File: config.mk
export PLATFORM = sky130hd
export DESIGN_NAME = mpmc10_store_cond_check
export DESIGN_NICKNAME = d
export VERILOG_FILES = /design/src/rtl/mpmc10_store_cond_check.sv
export SDC_FILE = /design/constraint.sdc
export NUM_CORES = 1
export LEC_CHECK = 0
export BUFFER_PORTS_ARGS = -buffer_cell sky130_fd_sc_hd__buf_4
export CAP_MARGIN = 20
export CORE_AREA = 5 5 149 151
export DETAILED_ROUTE_END_ITERATION = 6
export DIE_AREA = 0 0 154 156
export SYNTH_ARGS = -nofsm -noshare
export SYNTH_HDL_FRONTEND = slang
export SYNTH_SLANG_ARGS = --single-unit
File: constraint.sdc
create_clock -name clk -period 5.55 [get_ports clk]
set_clock_uncertainty 0.05 [all_clocks]
set_input_delay 0.8325 -clock clk [delete_from_list [all_inputs] [get_ports clk]]
set_output_delay 0.8325 -clock clk [all_outputs]
set_load 0.005 [all_outputs]
File: src/rtl/mpmc10_store_cond_check.sv
// Store-conditional resolver: round-robin picks one pending channel, checks it against
// the reservation buckets, issues the conditional write on a hit and reports pass/fail.
module mpmc10_store_cond_check #(
  parameter int unsigned NAR     = 2,
  parameter int unsigned TO_BITS = 8
) (
  input  logic                  clk,
  input  logic                  rst,
  input  logic [7:0]            i_cr_req,
  input  logic [7:0][31:0]      i_cr_adr,
  input  logic [NAR-1:0][3:0]   i_resv_ch,
  input  logic [NAR-1:0][31:0]  i_resv_adr,
  output logic                  o_mem_req,
  output logic [3:0]            o_mem_ch,
  output logic [31:0]           o_mem_adr,
  output logic                  o_mem_cr,
  input  logic                  i_mem_ack,
  output logic [7:0]            o_cr_ack,
  output logic [7:0]            o_cr_ok,
  output logic                  o_busy
);

  localparam logic [2:0] IDLE  = 3'd0;
  localparam logic [2:0] CHECK = 3'd1;
  localparam logic [2:0] ISSUE = 3'd2;
  localparam logic [2:0] WAIT  = 3'd3;
  localparam logic [2:0] RESP  = 3'd4;

  // Counter value in the last WAIT cycle; it spans ISSUE plus WAIT, so mem_req is held
  // for exactly 2**TO_BITS-1 cycles before giving up.
  localparam logic [TO_BITS-1:0] TO_LAST = {{(TO_BITS-1){1'b1}}, 1'b0};

  logic [2:0]         r_state;
  logic [2:0]         r_rr;
  logic [2:0]         r_g;
  logic [31:0]        r_adr;
  logic [3:0]         r_mem_ch;
  logic               r_ok;
  logic [TO_BITS-1:0] r_cnt;
  logic [7:0]         r_mask;

  logic [7:0]         w_elig;
  logic               w_found;
  logic [2:0]         w_grant;
  logic [2:0]         w_idx;
  logic               w_hit;
  logic               w_to;
  logic [7:0]         w_onehot;

  // A channel just acknowledged is masked for one cycle so a lingering request is not re-taken.
  assign w_elig = i_cr_req & ~r_mask;

  always_comb begin
    w_found = 1'b0;
    w_grant = 3'd0;
    w_idx   = 3'd0;
    for (int i = 0; i < 8; i++) begin
      w_idx = r_rr + 3'(i);
      if (!w_found && w_elig[w_idx]) begin
        w_found = 1'b1;
        w_grant = w_idx;
      end
    end
  end

  always_comb begin
    w_hit = 1'b0;
    for (int unsigned n = 0; n < NAR; n++) begin
      if (i_resv_ch[n] == {1'b0, r_g} &&
          (i_resv_adr[n] & 32'hFFFF_FFF0) == (r_adr & 32'hFFFF_FFF0)) begin
        w_hit = 1'b1;
      end
    end
  end

  assign w_to     = (r_cnt == TO_LAST);
  assign w_onehot = 8'b1 << r_g;

  always_ff @(posedge clk) begin
    if (rst) begin
      r_state  <= IDLE;
      r_rr     <= 3'd0;
      r_g      <= 3'd0;
      r_adr    <= 32'h0;
      r_mem_ch <= 4'hF;
      r_ok     <= 1'b0;
      r_cnt    <= '0;
      r_mask   <= 8'h00;
    end else begin
      r_mask <= 8'h00;
      case (r_state)
        IDLE: begin
          if (w_found) begin
            r_g     <= w_grant;
            r_adr   <= i_cr_adr[w_grant];
            r_state <= CHECK;
          end
        end
        CHECK: begin
          r_ok  <= 1'b0;
          r_cnt <= '0;
          if (w_hit) begin
            r_mem_ch <= {1'b0, r_g};
            r_state  <= ISSUE;
          end else begin
            r_state <= RESP;
          end
        end
        ISSUE: begin
          r_cnt   <= r_cnt + 1'b1;
          r_state <= WAIT;
        end
        WAIT: begin
          r_cnt <= r_cnt + 1'b1;
          if (i_mem_ack) begin
            r_ok    <= 1'b1;
            r_state <= RESP;
          end else if (w_to) begin
            r_ok    <= 1'b0;
            r_state <= RESP;
          end
        end
        RESP: begin
          r_mask  <= w_onehot;
          r_rr    <= r_g + 3'd1;
          r_state <= IDLE;
        end
        default: r_state <= IDLE;
      endcase
    end
  end

  assign o_mem_req = (r_state == ISSUE) || (r_state == WAIT);
  assign o_mem_cr  = o_mem_req;
  assign o_mem_ch  = r_mem_ch;
  assign o_mem_adr = r_adr;
  assign o_busy    = (r_state != IDLE);
  assign o_cr_ack  = (r_state == RESP) ? w_onehot : 8'h00;
  assign o_cr_ok   = (r_state == RESP && r_ok) ? w_onehot : 8'h00;

endmodule

; Word-level counts from Yosys, hierarchy flattened
; Index checks and enable logic that the tools add are counted.
[totals]
inputBits = 339
regBits = 62
[op_classes]
add_sub_neg = 9
bitwise_logic = 2
shifts = 1
mux = 47
n_eq_ne = 11
n_lt_le_gt_ge = 9
reduce_logical = 27
[ops]
columns = op, n
row1 = binary-select mux 32 bit (select 3 bit), 1
row2 = == test 28 bit, 2
row3 = less-than comparator 3 x 4 -> 1 bit (second input constant), 9
row4 = 2-to-1 mux 3 bit, 12
row5 = 2-to-1 mux 32 bit, 1
row6 = binary-select mux 1 bit (select 3 bit), 8
row7 = 2-to-1 mux 1 bit, 20
row8 = 2-to-1 mux 8 bit, 2
row9 = case mux 8 bit (2 select lines), 1
row10 = adder 3 bit (second input constant), 4
row11 = case mux 3 bit (4 select lines), 1
row12 = logical AND 1 bit, 10
row13 = adder 8 x 1 -> 8 bit (second input constant), 1
row14 = AND 8 bit, 1
row15 = == test 4 x 3 -> 1 bit, 2
row16 = == test 8 bit (second input constant), 1
row17 = inverter 8 bit, 1
row18 = AND reduction 2 bit, 4
row19 = << shifter 1 x 3 -> 8 bit (first input constant), 1
row20 = zero test 1 bit, 7
row21 = adder 3 x 1 -> 3 bit (second input constant), 2
row22 = adder 3 x 2 -> 3 bit (second input constant), 2
row23 = == test 3 x 2 -> 1 bit (second input constant), 2
row24 = nonzero test 2 bit, 2
row25 = 9 further kinds, 9

; Logic depth before layout (Yosys ltp)
; Gate-level depths: netlist (run 1).
[depth]
word_depth = 28
mapped_depth = 15
mapped_depth_nobuf = 11

; Least setup slack after synthesis (run 1)
; OpenSTA, ideal clock, no wires.
[synth_timing]
path_type = register to register
startpoint = reg r_rr[1]
endpoint = reg r_adr[0] (netlist: o_mem_adr[0])
arrival_time_ps = 3638
path_stages_with_launch = 15
path_slack_ps = 1724
required_ps = 5363
setup_time_ps = 137
period_less_slack_ps = 3826
cell_sequence = dfxtp_1 -> clkinv_1 -> clkbuf_1 -> ha_1 -> xor2_1 -> mux4_2 -> or4b_1 -> buf_6 -> a211oi_1 -> o22ai_1 -> buf_6 -> or3_4 -> buf_6 -> a211oi_1 -> a211oi_1
[synth_between]
elab_chain_cells = 26
word_cells_on_any_way = 56
[synth_rtl]
columns = element, line_no
row1 = from (decl), 34  ; logic [2:0] r_rr;
row2 = from (signal assigned), 125  ; r_rr <= r_g + 3'd1;
row3 = "parallel branches: the longest is 26 deep, another holds adder 3 x 1 -> 3 bit", n/a
row4 = to (signal assigned), 95  ; r_adr <= i_cr_adr[w_grant];
row5 = to (decl), 36  ; logic [31:0] r_adr;
; Several ways; the timed one is not identified. The select of a mux whose other input is x is not followed.
; A chain may end at the register's enable or synchronous reset.

; Worst setup path after layout (run 1)
[layout_timing]
startpoint = reg r_rr[2]
endpoint = reg r_adr[30] (netlist: o_mem_adr[30])
; Same word-level chain as after synthesis.

==> results.py, run 1 <==
metrics = {
    "yosys": {
        "yosysWarnings": 0,
        "ys_seq_area_frac": 0.175,
        "async_flop_share": 0,
        "synth.most_common_cell": "mux2i_1",
        "synth_area_leaders": "dfxtp_1, mux2i_1, xnor2_1, a211oi_1, nand2_1",
        "synth_edf_count": 0,
        "synth_top_area_cell": "dfxtp_1",
        "synth_nets": 1202,
        "netlist_top_cells_count": "mux2i_1, nand2_1, dfxtp_1",
        "syn_inst": 853,
        "synth_area_sq_um": 7110,
        "synth_flop_cell": "dfxtp_1",
        "syn_avg_cell_area_sq_um": 8.34,
        "synth_top_area_frac": 0.175,
        "synth-seq-cells": 62,
        "synth_cell_type_count": 67,
    },
    "worst_setup_path": {
        "path_class": "reg -> reg",
        "required_ps": 5750,
        "start_kind": "flop",
        "crit_chain": "xor2_1 -> mux4_2 -> or4b_1 -> nor4_1 -> nor2_2 -> nand3_1 -> o221ai_1 -> a211oi_1",
        "critPathMaxFanout": 20,
        "slowest_delay_ps": 730,
        "critical_path_arrival_ps": 4870,
        "cp_num_buf_inv": 0,
        "critPathTopFamily": "simple AND/OR/NAND/NOR gates",
        "crit_slowest_cell": "nand3_1",
        "end_kind": "flop",
    },
    "clocking": {
        "cts_buffers": 9,
        "clkTransAtPathRegs_ps": 60,
        "tritoncts": "built",
        "cts_max_level": 3,
        "post_cts_buffers": 0,
        "ctsLongestPathBuffers": 2,
        "clkSinkCount": 62,
        "clk_latency_ps": 340,
        "cts-resized-gates": 0,
        "cts.hold.buffers_added": 0,
        "root_buffer": "clkbuf_16",
    },
    "global_routing": {
        "grt_pass1_wl_mm": 48.2,
        "grt_pass1_vias": 7870,
        "grt_max_degree": 70,
        "overflow": 0,
        "grt_usage": 0.255,
        "antenna_found_initial": 0,
    },
    "final_layout": {
        "fillers": 2094,
        "seq_area_sq_um": 1240,
        "nets": 1537,
        "drive_above_1_share": 0.392,
        "n_antenna_cell": 0,
        "multi_input_area_sq_um": 5470,
        "areaGrowthSynthToFinish_pct": 46.9,
    },
    "power_and_ir_drop": {
        "power-per-cell-area_nw_per_um2": 249,
        "power.leakage_nw": 4.87,
        "vdd_drop_max_mv": 0.158,
    },
    "die": {
        "die_h_um": 156,
        "placementRows": 53,
        "start_util": 0.344,
        "dieArea_sq_um": 24000,
        "ioPinCount": 394,
        "design.core.area_sq_um": 20700,
        "die_w_um": 154,
    },
    "routing": {
        "wire_per_inst_um": 22.3,
        "ant_nets": 0,
        "drc_errors": 0,
        "drt_first_pass_iters": 6,
        "drt_iter0_drc": 693,
        "via_count": 8179,
        "wl_mm": 32.8,
        "vias_per_cell": 5.57,
    },
    "sta": {
        "finalHoldViolCount": 0,
        "setup_viol": 0,
        "slew_violations": 0,
        "min_period_ps": 4670,
        "fin_crit_sh": 0.842,
        "fin_setup_tns_ps": 0,
        "whs_ps": 395,
        "worstMarginPinSlew_ps": 1060,
        "rsz0062_at_grt": "false",
        "max_freq_mhz": 214,
        "slew_headroom": 0.296,
    },
    "placement": {
        "finalWeightedCongestion": 0.892,
        "place_hpwl_mm": 26.3,
        "portBuffers": 385,
    },
    "hold_path": {
        "hold_class": "reg -> reg",
    },
    "status": {
        "status": "complete, no violations",
    },
    "run": {
        "drv_cap": 0,
    },
}
[metal layers]
layer  global-route usage  wire length, um
met1                0.329            13600
met2                0.438            16100
met3               0.0594             2620
met4               0.0526              491
met5                    0                0
[placed cells by master (no fill, tap or decap), types with 12 or more instances in the layout]
cell,instances
nand4_1,15
o221ai_1,19
and2_1,20
a211o_1,13
mux2i_1,84
a221o_1,19
nor2b_1,30
dfxtp_1,61
and3_1,22
nor2_1,28
a211oi_1,42
xor2_1,18
buf_4,392
o21a_1,14
nand2_1,80
mux2_2,24
and3b_1,13
a221oi_1,12
xnor2_1,47
a21oi_1,59
nor3b_1,13
[cell families (layout without fill, tap and decap cells)]
| family | after synthesis | in the layout | synth area share |
|---|---|---|---|
| xor+xnor | 65 | 65 | 0.0801 |
| compound gates | 235 | 235 | 0.255 |
| buf+inv | 85 | 425 | 0.0605 |
| mux | 120 | 120 | 0.196 |
| simple gates | 276 | 276 | 0.216 |
| flops | 62 | 62 | 0.175 |
| fa+ha+maj | 10 | 10 | 0.0176 |
[worst paths after layout]
| check | start | end | slack [ps] | cells past startpoint |
|---|---|---|---|---|
| min | o_mem_ch[3] | o_mem_ch[3] | 400 | 2 |
| max reg2reg | r_rr[2] | o_mem_adr[30] | 880 | 8 |
| min reg2reg | o_mem_ch[3] | o_mem_ch[3] | 400 | 2 |
| max | r_rr[2] | o_mem_adr[30] | 880 | 8 |
[power breakdown]
group          internal [W]  total (W)  switching, W  leakage (nW)
clock              0.000418   0.000646      0.000228         0.162
combinational      0.000674    0.00131      0.000640          4.20
sequential         0.000507   0.000637      0.000130         0.509
[cell type report]
class	instances	area share
multi-input cells	706	0.524
repair buffers	395	0.287
flip-flops and latches	62	0.119
well taps	275	0.0329
clock buffers	11	0.0242
clock inverters	5	0.00779
inverters	14	0.00503
[worst register-to-register path, stage by stage, from the launching register on]
cell and delay (ps):
dfxtp_1 720, xor2_1 620, mux4_2 440, or4b_1 680, nor4_1 550, nor2_2 260
nand3_1 730, o221ai_1 300, a211oi_1 240
[flip-flops by register name (all words and copies together) (netlist names)]
| name | count |
|---|---|
| r_state | 3 |
| r_mask | 8 |
| o_mem_adr | 32 |
| o_mem_ch | 4 |
| r_ok | 1 |
| r_rr | 3 |
| r_cnt | 8 |
| r_g | 3 |
[metrics by stage]
step,instance area [sq um],total power (W),std cells,utilization,worst slack [ps]
after floorplan,7110,0.00142,853,-,1720
after global placement,10100,0.00195,1452,0.489,680
after detailed placement,10100,0.00196,1452,0.489,680
after CTS,10400,0.00261,1468,0.505,827
after global routing,10400,0.00274,1468,0.505,423
final,10400,0.00260,1468,0.505,875
No activity file was read; power rests on OpenSTA's default activity.
==> inputs of run 2 (changes only) <==
--- a/config.mk
+++ b/config.mk
@@ -5,11 +5,12 @@
 export SDC_FILE = /design/constraint.sdc
 export NUM_CORES = 1
 export LEC_CHECK = 0
+export ABC_AREA = 1
 export BUFFER_PORTS_ARGS = -buffer_cell sky130_fd_sc_hd__buf_4
 export CAP_MARGIN = 20
-export CORE_AREA = 5 5 149 151
+export CORE_AREA = 5 5 152 154
 export DETAILED_ROUTE_END_ITERATION = 6
-export DIE_AREA = 0 0 154 156
+export DIE_AREA = 0 0 157 159
 export SYNTH_ARGS = -nofsm -noshare
 export SYNTH_HDL_FRONTEND = slang
 export SYNTH_SLANG_ARGS = --single-unit
==> constraint.sdc (replaced) <==
create_clock -name clk -period 4.2 [get_ports clk]
set_clock_uncertainty 0.05 [all_clocks]
set_input_delay 0.63 -clock clk [delete_from_list [all_inputs] [get_ports clk]]
set_output_delay 0.63 -clock clk [all_outputs]
set_load 0.005 [all_outputs]
==> run 2 against run 1 <==
- largest power group unchanged
- highest routed layer unchanged
- sequential share of layout area increased by 0.28 points
- critical endpoint is now o_mem_adr[25]
- largest cell class unchanged
- critical path depth increased by 11
- maximum frequency increased by 34%
- first-iteration DRC count decreased by 15%
==> results.py, run 2 <==
metrics = {
    "hold_path": {
        "hold_class": "reg -> reg",
    },
    "worst_setup_path": {
        "path_class": "reg -> reg",
        "required_ps": 4430,
        "critPathMaxFanout": 12,
        "critical_path_arrival_ps": 3710,
        "r2r_slack_ps": 720,
        "end_kind": "flop",
        "start_kind": "flop",
    },
    "yosys": {
        "synth-seq-cells": 62,
        "synth_area_sq_um": 6830,
        "netlist_top_cells_count": "nand3_1, nand2_1, inv_1",
        "synth_top_area_frac": 0.272,
        "async_flop_share": 0,
        "synth_area_leaders": "nand3_1, dfxtp_1, nand2_1, inv_1, xor2_1",
        "synth.most_common_cell": "nand3_1",
        "yosysWarnings": 0,
        "synth_cell_type_count": 48,
        "synth_top_area_cell": "nand3_1",
        "syn_inst": 1173,
        "synth_nets": 1522,
        "syn_avg_cell_area_sq_um": 5.83,
        "ys_seq_area_frac": 0.182,
        "synth_edf_count": 0,
        "synth_flop_cell": "dfxtp_1",
    },
    "power_and_ir_drop": {
        "power-per-cell-area_nw_per_um2": 418,
        "p_total_w": 0.00426,
        "power.leakage_nw": 5.28,
        "vdd_drop_max_mv": 0.186,
    },
    "clocking": {
        "tritoncts": "built",
        "cts_buffers": 9,
        "cts.hold.buffers_added": 0,
        "clk_latency_ps": 340,
        "ctsLongestPathBuffers": 2,
        "cts-resized-gates": 0,
        "post_cts_buffers": 0,
        "clkTransAtPathRegs_ps": 60,
        "cts_max_level": 3,
        "clkSinkCount": 62,
        "root_buffer": "clkbuf_16",
    },
    "final_layout": {
        "largest_reg_flops": 32,
        "fin_area_sq_um": 10200,
        "final_common_cell": "buf_4",
        "areaGrowthSynthToFinish_pct": 49.2,
        "n_antenna_cell": 0,
        "drive_above_1_share": 0.313,
        "nets": 1864,
        "layout_common_cells": "buf_4, nand3_1, nand2_1",
        "fillers": 2322,
    },
    "global_routing": {
        "grt_max_degree": 70,
        "grt_pass1_vias": 9108,
        "antenna_found_initial": 0,
        "grt_usage": 0.261,
        "grt_pass1_wl_mm": 51.2,
        "overflow": 0,
    },
    "die": {
        "placementRows": 54,
        "ioPinCount": 394,
        "die_h_um": 159,
        "die_w_um": 157,
        "start_util": 0.317,
        "dieArea_sq_um": 25000,
        "design.core.area_sq_um": 21600,
    },
    "routing": {
        "ant_nets": 0,
        "via_count": 9235,
        "drc_errors": 0,
        "dr_wl_met3_mm": 2.18,
        "wire_per_inst_um": 19.0,
        "top_layer": "met4",
        "drt_iter0_drc": 589,
        "drt_first_pass_iters": 5,
        "wl_met1_mm": 13.4,
        "wl_mm": 34.2,
        "vias_per_cell": 5.13,
        "dr_wl_met2_mm": 17.7,
    },
    "run": {
        "drv_cap": 0,
    },
    "status": {
        "status": "complete, no violations",
    },
    "sta": {
        "slew_headroom": 0.373,
        "finalHoldViolCount": 0,
        "setup_viol": 0,
        "max_freq_mhz": 287,
        "min_period_ps": 3480,
        "slew_violations": 0,
        "whs_ps": 400,
        "worstMarginPinSlew_ps": 938,
        "rsz0062_at_grt": "false",
        "fin_setup_tns_ps": 0,
        "fin_crit_sh": 0.829,
    },
    "placement": {
        "portBuffers": 385,
        "finalWeightedCongestion": 0.960,
        "place_hpwl_mm": 28.1,
        "placed_cell_area_sq_um": 9870,
    },
}
-- run 2: cell count changes after synthesis, sizes merged, moves of 30 or more --
cell	delta
xnor2	-40
a211oi	-38
nand3	+383
nor2b	-30
buf	+40
nand2	+225
inv	+100
mux2i	-84
-- run 2: cell families (layout without fill, tap and decap cells) --
kind of cell               count (synthesis)  after routing  share of synthesized area
and+or+nand+nor                          784            784                      0.539
adders and majority gates                 10             10                     0.0183
AOI/OAI and AO/OA                         92             92                     0.0822
xor gates and xnor gates                  28             28                     0.0370
buffers and inverters                    197            544                      0.141
DFF                                       62             62                      0.182
-- run 2: path summary, 6_finish.rpt --
path / from / to / cells after the start
worst max-delay path: r_rr[0] / o_mem_adr[25] / 19
worst min-delay path: o_mem_ch[3] / o_mem_ch[3] / 2
worst max register to register: r_rr[0] / o_mem_adr[25] / 19
worst min register to register: o_mem_ch[3] / o_mem_ch[3] / 2
-- run 2: report_power, final --
| group | internal [W] | switching, W | leakage, nW | total [W] |
|---|---|---|---|---|
| registers | 0.000693 | 0.000153 | 0.509 | 0.000846 |
| logic | 0.00104 | 0.00156 | 4.62 | 0.00260 |
| clock network | 0.000520 | 0.000294 | 0.148 | 0.000814 |
-- run 2: cell type report --
cell class | instances | area, sq um | area share
clock buffer | 9 | 225 | 0.0221
clock inverter | 7 | 96.3 | 0.00945
inverter | 114 | 428 | 0.0420
multi-input combinational | 914 | 4660 | 0.457
sequential | 62 | 1240 | 0.122
tap | 280 | 350 | 0.0344
timing repair buffer | 414 | 3200 | 0.314
-- run 2: layer usage --
| layer | GRT usage | up-vias |
|---|---|---|
| li1 | - | 4613 |
| met3 | 0.0587 | 50 |
| met5 | 0 | - |
| met4 | 0.0757 | 0 |
| met2 | 0.471 | 316 |
| met1 | 0.307 | 4256 |
-- run 2: critical path: stages (launching register included) --
cell     delay [ps]
dfxtp_1         340
inv_2            40
ha_1            380
inv_1           180
nand3_1         160
nand3_2         110
nand2_2          90
nor2_4          130
nand4_4         130
nor2_8          150
nand2_2          90
nand2_1          80
nand2_1          40
nand2_1          90
nand2_2          60
nor2_1          710
nand3_1         290
nand3_1         140
nand2_1          60
inv_1            80
-- run 2: through the flow --
| step | setup slack (ps) | std cells | utilization |
|---|---|---|---|
| after detailed placement | 702 | 1784 | 0.458 |
| after global routing | 369 | 1800 | 0.473 |
| after CTS | 681 | 1800 | 0.473 |
| after global placement | 683 | 1784 | 0.458 |
| final | 718 | 1800 | 0.473 |
| after floorplan | 1340 | 1173 | - |
